**config.mk**
```make
export PLATFORM = sky130hd
export DESIGN_NAME = async_fifo_wr_ctrl
export DESIGN_NICKNAME = d
export VERILOG_FILES = /design/src/rtl/async_fifo_wr_ctrl.sv
export SDC_FILE = /design/constraint.sdc
export NUM_CORES = 1
export LEC_CHECK = 0
export ABC_CLOCK_PERIOD_IN_PS = 2950
export BUFFER_PORTS_ARGS = -buffer_cell sky130_fd_sc_hd__buf_2
export CORE_ASPECT_RATIO = 0.8
export CORE_MARGIN = 2
export CORE_UTILIZATION = 49
export DETAILED_ROUTE_END_ITERATION = 7
export PLACE_DENSITY = 0.88
export SLEW_MARGIN = 10
export SYNTH_ARGS = -nofsm -noshare
export SYNTH_HDL_FRONTEND = slang
export SYNTH_SLANG_ARGS = --single-unit
```
**constraint.sdc**
```tcl
create_clock -name wr_clk -period 2.95 [get_ports wr_clk]
set_input_delay 0 -clock wr_clk [delete_from_list [all_inputs] [get_ports wr_clk]]
set_output_delay 0 -clock wr_clk [all_outputs]
set_load 0.02 [all_outputs]
```
**src/rtl/async_fifo_wr_ctrl.sv**
```systemverilog
// Write-side controller of a dual-clock FIFO: binary/Gray write pointer, memory
// write strobe and address, and full / almost-full / level from the synchronized read pointer.
module async_fifo_wr_ctrl #(
    parameter int ASIZE = 4
) (
    input  logic             wr_clk,
    input  logic             wr_rst_n,
    input  logic             wr_en,
    output logic             wr_full,
    output logic             wr_afull,
    input  logic [ASIZE:0]   wr_afull_thresh,
    output logic [ASIZE:0]   wr_level,
    output logic             wr_overflow,
    input  logic             wr_ovf_clr,
    output logic             mem_wen,
    output logic [ASIZE-1:0] mem_waddr,
    output logic [ASIZE:0]   wr_ptr_gray,
    input  logic [ASIZE:0]   rd_ptr_gray_sync
);

    logic [ASIZE:0] wbin_reg;
    logic [ASIZE:0] wbin_next;
    logic [ASIZE:0] gray_reg;
    logic [ASIZE:0] gray_next;
    logic [ASIZE:0] level_reg;
    logic [ASIZE:0] level_next;
    logic [ASIZE:0] rbin;
    logic [ASIZE:0] full_cmp;
    logic           full_reg;
    logic           full_next;
    logic           afull_reg;
    logic           afull_next;
    logic           ovf_reg;
    logic           ovf_next;
    logic           push;

    // Each binary bit is the XOR of all Gray bits from the MSB down to it.
    generate
        for (genvar gi = 0; gi <= ASIZE; gi++) begin : g_rbin
            assign rbin[gi] = ^rd_ptr_gray_sync[ASIZE:gi];
        end
    endgenerate

    // Gray code of a pointer exactly one lap ahead of the read pointer.
    assign full_cmp = {~rd_ptr_gray_sync[ASIZE], ~rd_ptr_gray_sync[ASIZE-1],
                       rd_ptr_gray_sync[ASIZE-2:0]};

    // Reset gating keeps the strobe quiet while the pointers are held at zero.
    assign push = wr_en & ~full_reg & wr_rst_n;

    always_comb begin
        wbin_next  = wbin_reg + {{ASIZE{1'b0}}, push};
        gray_next  = wbin_next ^ (wbin_next >> 1);
        level_next = wbin_next - rbin;
        full_next  = (gray_next == full_cmp);
        afull_next = (level_next >= wr_afull_thresh);
        ovf_next   = ovf_reg;
        if (wr_en & full_reg) begin
            ovf_next = 1'b1;
        end else if (wr_ovf_clr) begin
            ovf_next = 1'b0;
        end
    end

    always_ff @(posedge wr_clk or negedge wr_rst_n) begin
        if (!wr_rst_n) begin
            wbin_reg  <= '0;
            gray_reg  <= '0;
            level_reg <= '0;
            full_reg  <= 1'b0;
            afull_reg <= 1'b0;
            ovf_reg   <= 1'b0;
        end else begin
            wbin_reg  <= wbin_next;
            gray_reg  <= gray_next;
            level_reg <= level_next;
            full_reg  <= full_next;
            afull_reg <= afull_next;
            ovf_reg   <= ovf_next;
        end
    end

    assign mem_wen     = push;
    assign mem_waddr   = wbin_reg[ASIZE-1:0];
    assign wr_ptr_gray = gray_reg;
    assign wr_full     = full_reg;
    assign wr_afull    = afull_reg;
    assign wr_level    = level_reg;
    assign wr_overflow = ovf_reg;

endmodule
```
# [Word level (Yosys, flattened, before mapping)]
# Index checks and enable logic that the tools add are counted.
[totals] reg_bits=18 output_inout_bits=18 elab_cells=24
[op_classes] n_eq_ne=1 muxes=2 addsub=2 reduce_logical=5 bitwise=7 magnitude_cmp=1
[ops] op="5-bit by 1-bit adder with 5-bit output" n=1
[ops] op="5-bit equality test" n=1
[ops] op="5-bit >= comparator" n=1
[ops] op="5-bit parity" n=1
[ops] op="5-bit subtractor" n=1
[ops] op="5-bit by 4-bit XOR with 5-bit output" n=1
[ops] op="4-bit parity" n=1
[ops] op="1-bit AND" n=3
[ops] op="1-bit inverter" n=3
[ops] op="3-bit parity" n=1
[ops] op="1-bit 2-to-1 mux" n=2
[ops] op="2-bit nonzero test" n=1
[ops] op="2-bit parity" n=1

# [Logic depth before layout (Yosys ltp)]
# Gate-level depths: netlist (run 1).
[logic_depth] word_depth=6 depth_mapped=12 depth_no_buf=12

# [Worst setup path after synthesis (run 1)]
# No wires, ideal clock.
[synth_timing] path_kind="reg2reg" startpoint="register full_reg, in the netlist wr_full" endpoint="register afull_reg, in the netlist wr_afull" t_arrival_ns=2.788 path_stages_with_launch=11 setup_time_ns=0.118 path_buffers=0 path_slack_ns=0.044 period_less_slack_ns=2.906 path_cell_list="dfrtp_1 -> and3b_1 -> ha_1 -> ha_1 -> xor2_1 -> ha_1 -> xnor2_1 -> ha_1 -> a21o_1 -> a21o_1 -> a21o_1"
[synth_between] elab_chain_cells=6
[synth_lines] element="start, declared" line="29" rtl="logic full_reg;"
[synth_lines] element="start signal, assigned" line="77" rtl="full_reg <= full_next;"
[synth_lines] element="1-bit inverter" line="49" rtl="assign push = wr_en & ~full_reg & wr_rst_n;"
[synth_lines] element="1-bit AND (2 in series)" line="49"
[synth_lines] element="named net mem_wen" line="15" rtl="output logic mem_wen,"
[synth_lines] element="5-bit by 1-bit adder with 5-bit output" line="52" rtl="wbin_next = wbin_reg + {{ASIZE{1'b0}}, push};"
[synth_lines] element="named net wbin_next[2]" line="22" rtl="logic [ASIZE:0] wbin_next;"
[synth_lines] element="5-bit subtractor" line="54" rtl="level_next = wbin_next - rbin;"
[synth_lines] element="named net level_next[2]" line="26" rtl="logic [ASIZE:0] level_next;"
[synth_lines] element="5-bit >= comparator" line="56" rtl="afull_next = (level_next >= wr_afull_thresh);"
[synth_lines] element="named net afull_next" line="32" rtl="logic afull_next;"
[synth_lines] element="end signal, assigned" line="78" rtl="afull_reg <= afull_next;"
[synth_lines] element="end, declared" line="31" rtl="logic afull_reg;"
# The timed path passes the listed nets, and every way through them passes these cells.
# A chain may end at the register's enable or synchronous reset.

# [Final worst setup path (run 1)]
[layout_timing] startpoint="register full_reg, in the netlist wr_full" endpoint="register afull_reg, in the netlist wr_afull"
[layout_between] elab_chain_cells=6
[layout_lines] element="1-bit inverter" line="49"
[layout_lines] element="1-bit AND (2 in series)" line="49"
[layout_lines] element="5-bit by 1-bit adder with 5-bit output" line="52"
[layout_lines] element="named net wbin_next[0]" line="22"
[layout_lines] element="5-bit subtractor" line="54"
[layout_lines] element="named net level_next[1]" line="26"
[layout_lines] element="5-bit >= comparator" line="56"
[layout_lines] element="named net afull_next" line="32"
# The timed path passes the listed nets, and every way through them passes these cells.

==> run_results.csv, run 1 <==
group,metric,value,unit
layout,fill_cells,158,
critical_path,path_cells,"and3b_1, ha_1, inv_1, ha_1, fa_1, inv_1, ha_1, a21o_1, a21o_1, a21o_1, a21o_1",
power_and_ir_drop,switching_power,0.000712,W
critical_path,path_common_cell,"a21o_1",
route,post_drt_wl_per_cell,12.4,um
clocking,clock_tree.htree_level_count,1,
status,status,"finished, final reports clean",
synth,yosysSeqAreaShare,42.1,%
synth,synthCells,88,
critical_path,cp.buffers_inverters,2,
critical_path,crit_path_start,"wr_full$_DFF_PN0_",
synth,synthSimpleGateAreaFrac,6.82,%
sta,hold_viol_final,0,
power_and_ir_drop,p_clk_share,7.8,%
clocking,insertion_delay,0.29,ns
clocking,numCtsBuffers,3,
layout,post-route-util,66.9,%
critical_path,crit_type,"reg -> reg",
clocking,clock_sinks,17,
synth,synthArstFlopShare,100,%
placed_design,gp_congestion,0.775,
synth,yosys.cell_count.top_type,"dfrtp_1",
die,die_h,44.6,um
power_and_ir_drop,p_sw_share,45.2,%
power_and_ir_drop,power_frac_comb,64.7,%
synth,synth_seq_cells,17,
power_and_ir_drop,seq_power_share,27.5,%
sta,rsz0062_at_grt,"no",
synth,synth-compound-area-share,8.67,%
power_and_ir_drop,powerDensity,1230,nW/um^2
sta,fin_crit_sh,94.8,%
die,num_io_pins,32,
route,firstDrtPassIters,2,
die,coreArea,1910,um^2
sta,tightestPinTransition,0.306,ns
route,final_antenna_net_count,0,
critical_path,start_kind,"flop",
min_path,hp-start,"rd_ptr_gray_sync[4]",
route,vias_per_cell,4.79,
global_route,grt_pass1_wl,3.10,mm
die,rows,14,
min_path,hold_class,"in -> reg",
sta,layout_setup_ws,0.153,ns
placed_design,place_ws,0.106,ns
critical_path,critical_path.top_delay_family,"adder cells",
critical_path,cp.required,3.14,ns
synth,synth_top_area_cell,"dfrtp_1",
synth,synthAdderAreaFrac,16.9,%
placed_design,portBuffers,31,
critical_path,r2r-start,"wr_full$_DFF_PN0_",
sta,slew_viol_final,0,
synth,ys_top_cells_by_count,"dfrtp_1, ha_1, inv_1",
run,drv_cap,0,
synth,syn_area_per_cell,11.5,um^2
power_and_ir_drop,finalPower,0.00157,W
synth,synth_warnings,0,
clocking,cts_root_buffer,"clkbuf_4",
synth,yosysUniqueCellTypes,21,
layout,area_delta_synth_final,26.5,%
route,vias,728,
critical_path,cp_data_arrival_time,2.99,ns
route,routed_wl,1.89,mm
synth,synth_top_family_by_area,"XOR/XNOR gates",
clocking,clk_pin_slew,0.10,ns
critical_path,crit_path_max_incr_delay,0.48,ns
global_route,grt_max_degree,18,
power_and_ir_drop,leakage,0.707,nW
sta,period_needed,2.80,ns
layout,drive_gt1_share,33.6,%
power_and_ir_drop,p_int,0.000862,W
global_route,grt_overflow,0,
sta,fin_worst_skew,0.00316,ns
placed_design,post_dp_cell_area,1210,um^2
layout,seqCellArea,425,um^2
layout,multi_input_area,549,um^2
route,dr.first_iter.drc_count,2,
global_route,grt_pass1_vias,695,
critical_path,slowest_stage,"fa_1",
die,die_w,54.8,um
critical_path,cp_max_fo,4,
sta,setup_viol_count_final,0,
layout,n_antenna_cell,0,
synth,synth_edf_count,0,
route,drc,0,
die,die_area,2440,um^2
clocking,clockBufferDepth,2,
synth,synthMuxAreaShare,1.49,%
global_route,antenna_found_initial,0,
clocking,tritoncts,"yes",
synth,syn_area,1010,um^2
critical_path,end_kind,"flop",
synth,syn_nets,115,
layout,nets,156,
power_and_ir_drop,vdd_ir_drop_max,0.803,mV
synth,synthFlopType,"dfrtp_1",
sta,fmax,358,MHz
synth,synthTopCellsByArea,"dfrtp_1, ha_1, xnor2_1",
synth,synth_xor_area_share,19.6,%
sta,timing.slew.headroom,79.4,%
placed_design,hpwl,1.50,mm
die,initial_utilization,52.9,%
global_route,grt.total_usage,18.4,%
layout,stdcell_area,1280,um^2
synth,yosysTopAreaCellShare,42.1,%
sta,tns,0,ns
[routing by layer]
metal  up-vias  global-route usage [%]  part of all wire [%]
met3         2                    6.42                   5.5
met2        26                    32.1                    51
met1       334                    21.4                    43
met5         -                       0                     0
met4         0                    4.50                  0.32
li1        366                       -                     -
[kinds of logic after synthesis]
group	after synthesis
multiplexers	1
adder cells (fa/ha/maj)	13
AO/OA/AOI/OAI	12
XOR/XNOR	21
flip-flops	17
buffers and inverters	12
AND/OR/NAND/NOR	12
[layout by cell type, fill, tap and decap left out]
| master | count |
|---|---|
| ha_2 | 1 |
| ha_1 | 11 |
| xnor3_1 | 1 |
| mux2_4 | 1 |
| a21oi_4 | 1 |
| nor2b_1 | 1 |
| nand3_1 | 2 |
| a21o_1 | 6 |
| inv_1 | 12 |
| nor4_2 | 1 |
| buf_4 | 2 |
| o21ai_0 | 1 |
| a21oi_1 | 3 |
| nand2b_1 | 1 |
| clkinv_2 | 1 |
| nand2_2 | 1 |
| fa_1 | 1 |
| dlygate4sd3_1 | 3 |
| xnor2_1 | 10 |
| nor2_1 | 2 |
| clkbuf_4 | 3 |
| and3b_1 | 1 |
| xnor2_2 | 1 |
| nand2_1 | 3 |
| dfrtp_1 | 17 |
| xor2_1 | 9 |
| buf_2 | 31 |
| a31oi_1 | 1 |
[area by class of cell]
| class | instances | area share, % |
|---|---|---|
| repair buffers | 36 | 15.7 |
| well taps | 24 | 2.35 |
| multi-input cells | 59 | 43.0 |
| clock buffers | 3 | 1.76 |
| clock inverters | 1 | 0.392 |
| flip-flops and latches | 17 | 33.3 |
| inverters | 12 | 3.53 |
[timing repair]
action / in CTS / in global routing
buffers inserted: 0 / 0
hold buffers: 3 / 0
gates resized for setup: 0 / 2
endpoints found under the hold margin: 18 / 0
setup endpoints to repair: 0 / 1
[metrics by stage]
step | std cells | hold WS [ns]
6_report | 152 | 0.0969
3_3_place_gp | 145 | -0.0262
3_5_place_dp | 145 | -0.00964
2_1_floorplan | 88 | -0.296
5_1_grt | 152 | 0.0840
4_1_cts | 152 | 0.0805
[path summary, 6_finish.rpt]
path                                            endpoint  slack, ns  depth (start not counted)
worst max-delay path                  wr_afull$_DFF_PN0_       0.15                         11
worst min-delay path                   wr_full$_DFF_PN0_        0.1                          3
worst max register to register        wr_afull$_DFF_PN0_       0.15                         11
worst min register to register  wr_ptr_gray[3]$_DFF_PN0_       0.53                          1
max in group asynchronous          wr_level[0]$_DFF_PN0_       2.57                          3
min in group asynchronous       wr_ptr_gray[0]$_DFF_PN0_       0.19                          3
[worst register-to-register path, cell delays in order (launching register included)]
cell and delay, ns:
dfrtp_1 0.37, and3b_1 0.22, ha_1 0.38, inv_1 0.06, ha_1 0.22, fa_1 0.48
inv_1 0.06, ha_1 0.26, a21o_1 0.15, a21o_1 0.17, a21o_1 0.16, a21o_1 0.17
[power by group through the flow]
stage / sequential, W / combinational, W / clock [W]
2_1_floorplan: 0.000575 / 0.000599 / 0
3_3_place_gp: 0.000430 / 0.000974 / 0
3_5_place_dp: 0.000435 / 0.00101 / 0
4_1_cts: 0.000430 / 0.00103 / 0.000133
5_1_grt: 0.000446 / 0.00115 / 0.000142
6_report: 0.000432 / 0.00102 / 0.000124
Power figures use the tool's default switching activity.
==> run 2, diff against run 1 <==
--- a/config.mk
+++ b/config.mk
@@ -9,9 +9,9 @@
 export BUFFER_PORTS_ARGS = -buffer_cell sky130_fd_sc_hd__buf_2
 export CORE_ASPECT_RATIO = 0.8
 export CORE_MARGIN = 2
-export CORE_UTILIZATION = 49
+export CORE_UTILIZATION = 40
 export DETAILED_ROUTE_END_ITERATION = 7
-export PLACE_DENSITY = 0.88
+export PLACE_DENSITY = 0.76
 export SLEW_MARGIN = 10
 export SYNTH_ARGS = -nofsm -noshare
 export SYNTH_HDL_FRONTEND = slang
==> run 2 against run 1 <==
  * Clock skew rose by 0.00094 ns
  * Wire length increased by 5.4%
  * Total power increased by 1.2%
  * Critical path depth stayed put
  * Non-clock buffer count stayed put
  * Sequential power grew 1%
  * First-iteration DRC count grew to 3.0 times the previous value
  * Core utilization shrank 13 points
  * Cell area increased by 2.2%
  * Clock-buffer cell count stayed put
  * Hold slack gained 0.0048 ns
  * Critical endpoint unchanged
  * Largest power group unchanged
  * Highest routed layer is now met3
==> run_results.csv, run 2 (synthesized netlist as in run 1, its figures left out) <==
group,metric,value,unit
clocking,cts_root_buffer,"clkbuf_4",
critical_path,cp_data_arrival_time,2.96,ns
global_route,antenna_found_initial,0,
route,dr.first_iter.drc_count,6,
sta,hold_viol_final,0,
sta,tns,0,ns
global_route,grt_max_degree,18,
sta,fin_crit_sh,94.0,%
min_path,hold_class,"in -> reg",
critical_path,crit_path_start,"wr_full$_DFF_PN0_",
sta,rsz0062_at_grt,"no",
route,drc,0,
critical_path,r2r_slack,0.18,ns
global_route,grt_pass1_vias,729,
sta,timing.slew.headroom,79.6,%
route,post_drt_wl_per_cell,12.1,um
critical_path,crit_type,"reg -> reg",
die,die_h,48.9,um
die,coreArea,2420,um^2
die,num_io_pins,32,
critical_path,end_kind,"flop",
layout,drive_gt1_share,34.4,%
placed_design,gp_congestion,0.715,
sta,fin_worst_skew,0.00411,ns
sta,fmax,361,MHz
clocking,numCtsBuffers,3,
power_and_ir_drop,vdd_ir_drop_max,0.552,mV
layout,fin_cells,164,
critical_path,crit_path_end,"wr_afull$_DFF_PN0_",
layout,mostFrequentLayoutCells,"buf_2, dfrtp_1, inv_1",
global_route,grt_overflow,0,
die,rows,16,
die,die_w,60.2,um
critical_path,cp_max_fo,4,
layout,nets,156,
placed_design,post_dp_cell_area,1220,um^2
placed_design,place_ws,0.129,ns
die,initial_utilization,41.7,%
route,routed_wl,1.99,mm
route,vias_per_cell,4.47,
sta,layout_setup_ws,0.176,ns
clocking,clockBufferDepth,2,
placed_design,portBuffers,31,
placed_design,dp.cells,157,
sta,setup_viol_count_final,0,
global_route,grt.total_usage,14.5,%
sta,tightestPinTransition,0.306,ns
layout,stdcell_area,1310,um^2
global_route,grt_pass1_wl,3.23,mm
sta,holdWs,0.102,ns
critical_path,reg2reg_depth,11,
clocking,tritoncts,"yes",
placed_design,hpwl,1.54,mm
clocking,clock_sinks,17,
critical_path,r2r-end,"wr_afull$_DFF_PN0_",
route,firstDrtPassIters,2,
sta,period_needed,2.77,ns
clocking,clk_pin_slew,0.10,ns
sta,slew_viol_final,0,
die,die_area,2940,um^2
critical_path,start_kind,"flop",
power_and_ir_drop,powerDensity,1220,nW/um^2
critical_path,cp.required,3.14,ns
clocking,clock_tree.htree_level_count,1,
clocking,insertion_delay,0.28,ns
route,vias,733,
layout,area_delta_synth_final,29.2,%
layout,mostFrequentLayoutCell,"buf_2",
route,final_antenna_net_count,0,
layout,n_antenna_cell,0,
status,status,"finished, final reports clean",
power_and_ir_drop,leakage,0.702,nW
run,drv_cap,0,
critical_path,r2r-start,"wr_full$_DFF_PN0_",
min_path,whs_path_depth,3,
-- run 2: how the worst min path moves through the flow --
stage,slack [ns],start,endpoint
6_report,0.10,rd_ptr_gray_sync[2],wr_full$_DFF_PN0_
5_1_grt,0.08,rd_ptr_gray_sync[2],wr_full$_DFF_PN0_
4_1_cts,0.09,rd_ptr_gray_sync[2],wr_full$_DFF_PN0_
3_5_place_dp,-0.02,wr_rst_n,wr_overflow$_DFFE_PN0P_
3_3_place_gp,-0.03,wr_rst_n,wr_overflow$_DFFE_PN0P_
2_1_floorplan,-0.30,wr_rst_n,wbin_reg[0]$_DFF_PN0_
-- run 2: stage by stage --
stage	total power, W	util [%]
after global placement	0.00141	50.6
after floorplan	0.00117	-
final	0.00159	53.9
after CTS	0.00159	52.9
after detailed placement	0.00145	50.6
after global routing	0.00174	53.9
-- run 2: where the power goes --
part	switching (W)	total, W	internal (W)
clock	0.0000709	0.000121	0.0000503
combinational	0.000570	0.00103	0.000465
sequential	0.0000824	0.000437	0.000355
-- run 2: worst max-delay path: stages (launching register included) --
cell and delay, ns:
dfrtp_1 0.40, and3b_1 0.32, ha_2 0.27, xnor2_1 0.19, inv_1 0.10, ha_1 0.30
a21o_1 0.16, a21oi_1 0.17, xnor2_1 0.18, ha_1 0.28, a21o_1 0.15, a21o_1 0.16
-- run 2: area by class of cell --
type                       instances  area [um^2]
fill                             234         1120
multi-input combinational         59          562
sequential                        17          425
timing repair buffer              36          200
inverter                          12         45.0
tap                               36         45.0
clock buffer                       3         22.5
clock inverter                     1         5.00
-- run 2: layer usage --
metal  global-route usage, %  part of all wire (%)  up-vias
met4                    1.11                     0        0
li1                        -                     -      364
met5                       0                     0        -
met1                    19.2                    45      345
met3                    5.04                   6.5        0
met2                    23.7                    48       24
-- run 2: repair_timing --
| action | CTS | global route |
|---|---|---|
| endpoints found under the setup margin | 0 | 1 |
| gates resized for setup | 0 | 3 |
| hold buffers | 3 | 0 |
| buffers inserted | 0 | 0 |
| endpoints found under the hold margin | 18 | 0 |
==> run 3, diff against run 2 <==
--- a/config.mk
+++ b/config.mk
@@ -9,10 +9,12 @@
 export BUFFER_PORTS_ARGS = -buffer_cell sky130_fd_sc_hd__buf_2
 export CORE_ASPECT_RATIO = 0.8
 export CORE_MARGIN = 2
-export CORE_UTILIZATION = 40
+export CORE_UTILIZATION = 43
+export CTS_BUF_LIST = sky130_fd_sc_hd__clkbuf_16
 export DETAILED_ROUTE_END_ITERATION = 7
-export PLACE_DENSITY = 0.76
+export PLACE_DENSITY = 0.8
 export SLEW_MARGIN = 10
 export SYNTH_ARGS = -nofsm -noshare
 export SYNTH_HDL_FRONTEND = slang
 export SYNTH_SLANG_ARGS = --single-unit
+export TNS_END_PERCENT = 50
==> run 3 against run 2 <==
  * The flow now finishes with violations (hold timing)
  * Cell area up 2.1%
  * Global-route usage up 2.5 points
  * Wire length up 4.3%
  * Final cell count down 7.3%
  * Clock-buffer cell count unchanged
  * Via count down 1.2%
  * First-iteration DRC count down 17%
  * Sequential power about the same
==> run_results.csv, run 3 (synthesized netlist as in run 1, its figures left out) <==
group,metric,value,unit
clocking,cts_root_buffer,"clkbuf_16",
clocking,clock_tree.htree_level_count,1,
clocking,clk_pin_slew,0.05,ns
clocking,postCtsSetupBuffers,0,
power_and_ir_drop,powerDensity,1310,nW/um^2
layout,mostFrequentLayoutCell,"buf_2",
min_path,hold_class,"in -> reg",
sta,fmax,359,MHz
critical_path,reg2reg_depth,11,
route,post_drt_wl_per_cell,13.6,um
sta,period_needed,2.78,ns
layout,post-route-util,60.7,%
critical_path,critical_path.top_delay_family,"adder cells",
clocking,numCtsBuffers,3,
route,wl_met1,900,um
route,dr.max_layer_used,"met4",
route,routed_wl,2.07,mm
critical_path,crit_type,"reg -> reg",
sta,tightestPinTransition,0.316,ns
layout,fin_cells,152,
global_route,grt_max_degree,18,
route,firstDrtPassIters,3,
placed_design,hpwl,1.54,mm
run,drv_cap,0,
clocking,clockBufferDepth,2,
route,dr.first_iter.drc_count,5,
layout,n_antenna_cell,0,
global_route,grt_overflow,0,
die,die_h,47.3,um
clocking,clock_sinks,17,
layout,fill_cells,176,
global_route,grt_pass1_wl,3.30,mm
critical_path,crit_path_max_incr_delay,0.38,ns
layout,seqCellArea,425,um^2
critical_path,r2r_slack,0.17,ns
placed_design,gp_congestion,0.797,
global_route,grt_pass1_vias,723,
critical_path,path_common_cell,"a21o_1",
die,die_area,2750,um^2
sta,slew_viol_final,0,
layout,area_delta_synth_final,32.0,%
critical_path,end_kind,"flop",
route,wl_met3,131,um
min_path,whs_path_depth,3,
layout,nets,155,
sta,setup_viol_count_final,0,
critical_path,cp.required,3.09,ns
placed_design,dp.cells,146,
global_route,antenna_found_initial,0,
route,wl_met2,993,um
critical_path,cp.buffers_inverters,1,
die,coreArea,2200,um^2
critical_path,cp_data_arrival_time,2.93,ns
clocking,tritoncts,"yes",
status,violations,"hold timing",
sta,timing.slew.headroom,79.0,%
placed_design,portBuffers,31,
sta,holdWs,-0.00797,ns
global_route,grt.total_usage,17.0,%
layout,mostFrequentLayoutCells,"buf_2, dfrtp_1, inv_1",
layout,drive_gt1_share,33.9,%
layout,multi_input_area,562,um^2
route,vias_per_cell,4.76,
sta,layout_setup_ws,0.167,ns
placed_design,place_ws,0.150,ns
clocking,insertion_delay,0.25,ns
critical_path,cp_max_fo,4,
critical_path,path_cells,"and3b_1, ha_2, xnor2_1, inv_1, ha_1, a21o_1, a21oi_1, xnor2_1, ha_1, a21o_1, a21o_1",
sta,hold_viol_final,1,
route,vias,724,
die,rows,15,
critical_path,crit_cells,11,
sta,fin_crit_sh,94.3,%
sta,fin_worst_skew,0.00506,ns
status,status,"finished with violations",
die,initial_utilization,46.0,%
power_and_ir_drop,leakage,0.720,nW
critical_path,slowest_stage,"dfrtp_1",
critical_path,start_kind,"flop",
die,num_io_pins,32,
route,final_antenna_net_count,0,
power_and_ir_drop,vdd_ir_drop_max,0.846,mV
route,drc,0,
die,die_w,58.2,um
## run 3: repair_timing
action | CTS | global route
hold buffers | 2 | 0
resized for setup | 0 | 3
endpoints found under the setup margin | 0 | 1
endpoints found under the hold margin | 18 | 0
## run 3: layer usage
layer	up-vias	GRT usage [%]
li1	361	-
met1	333	20.4
met2	24	28.2
met3	6	6.61
met4	0	6.98
met5	-	0
## run 3: layout make-up
cell class                 count  share of cell area [%]
clock buffer                   3                    5.63
inverter                      12                    3.38
timing repair buffer          35                    14.3
tap                           25                    2.35
multi-input combinational     59                    42.2
clock inverter                 1                   0.282
sequential                    17                    31.9
## run 3: where the power goes
part	switching (W)	internal (W)	total, W
logic	0.000570	0.000463	0.00103
registers	0.0000838	0.000356	0.000440
clock network	0.0000901	0.000180	0.000270
total	0.000744	0.000999	0.00174
## run 3: through the flow
stage               total power, W  cell area, um^2  TNS [ns]  hold slack, ns
floorplan                  0.00117             1010         0          -0.296
global placement           0.00141             1210         0         -0.0279
detailed placement         0.00144             1210         0         -0.0245
CTS                        0.00174             1310         0         0.00125
global route               0.00191             1330   -0.0223          0.0272
finish                     0.00174             1330         0        -0.00797
## run 3: final timing paths
kind,end,from
setup / recovery,wr_afull$_DFF_PN0_,wr_full$_DFF_PN0_
hold / removal,wr_overflow$_DFFE_PN0P_,wr_en
setup reg to reg,wr_afull$_DFF_PN0_,wr_full$_DFF_PN0_
min in group asynchronous,wbin_reg[1]$_DFF_PN0_,wr_rst_n
hold reg to reg,wr_overflow$_DFFE_PN0P_,wr_full$_DFF_PN0_
max in group asynchronous,wr_level[1]$_DFF_PN0_,wr_rst_n
## run 3: tightest hold or removal path, delay by kind of cell
kind                   cells  cell delay [ns]
AOI/OAI and AO/OA          1             0.06
buffers and inverters      1             0.09
and+or+nand+nor            1             0.05
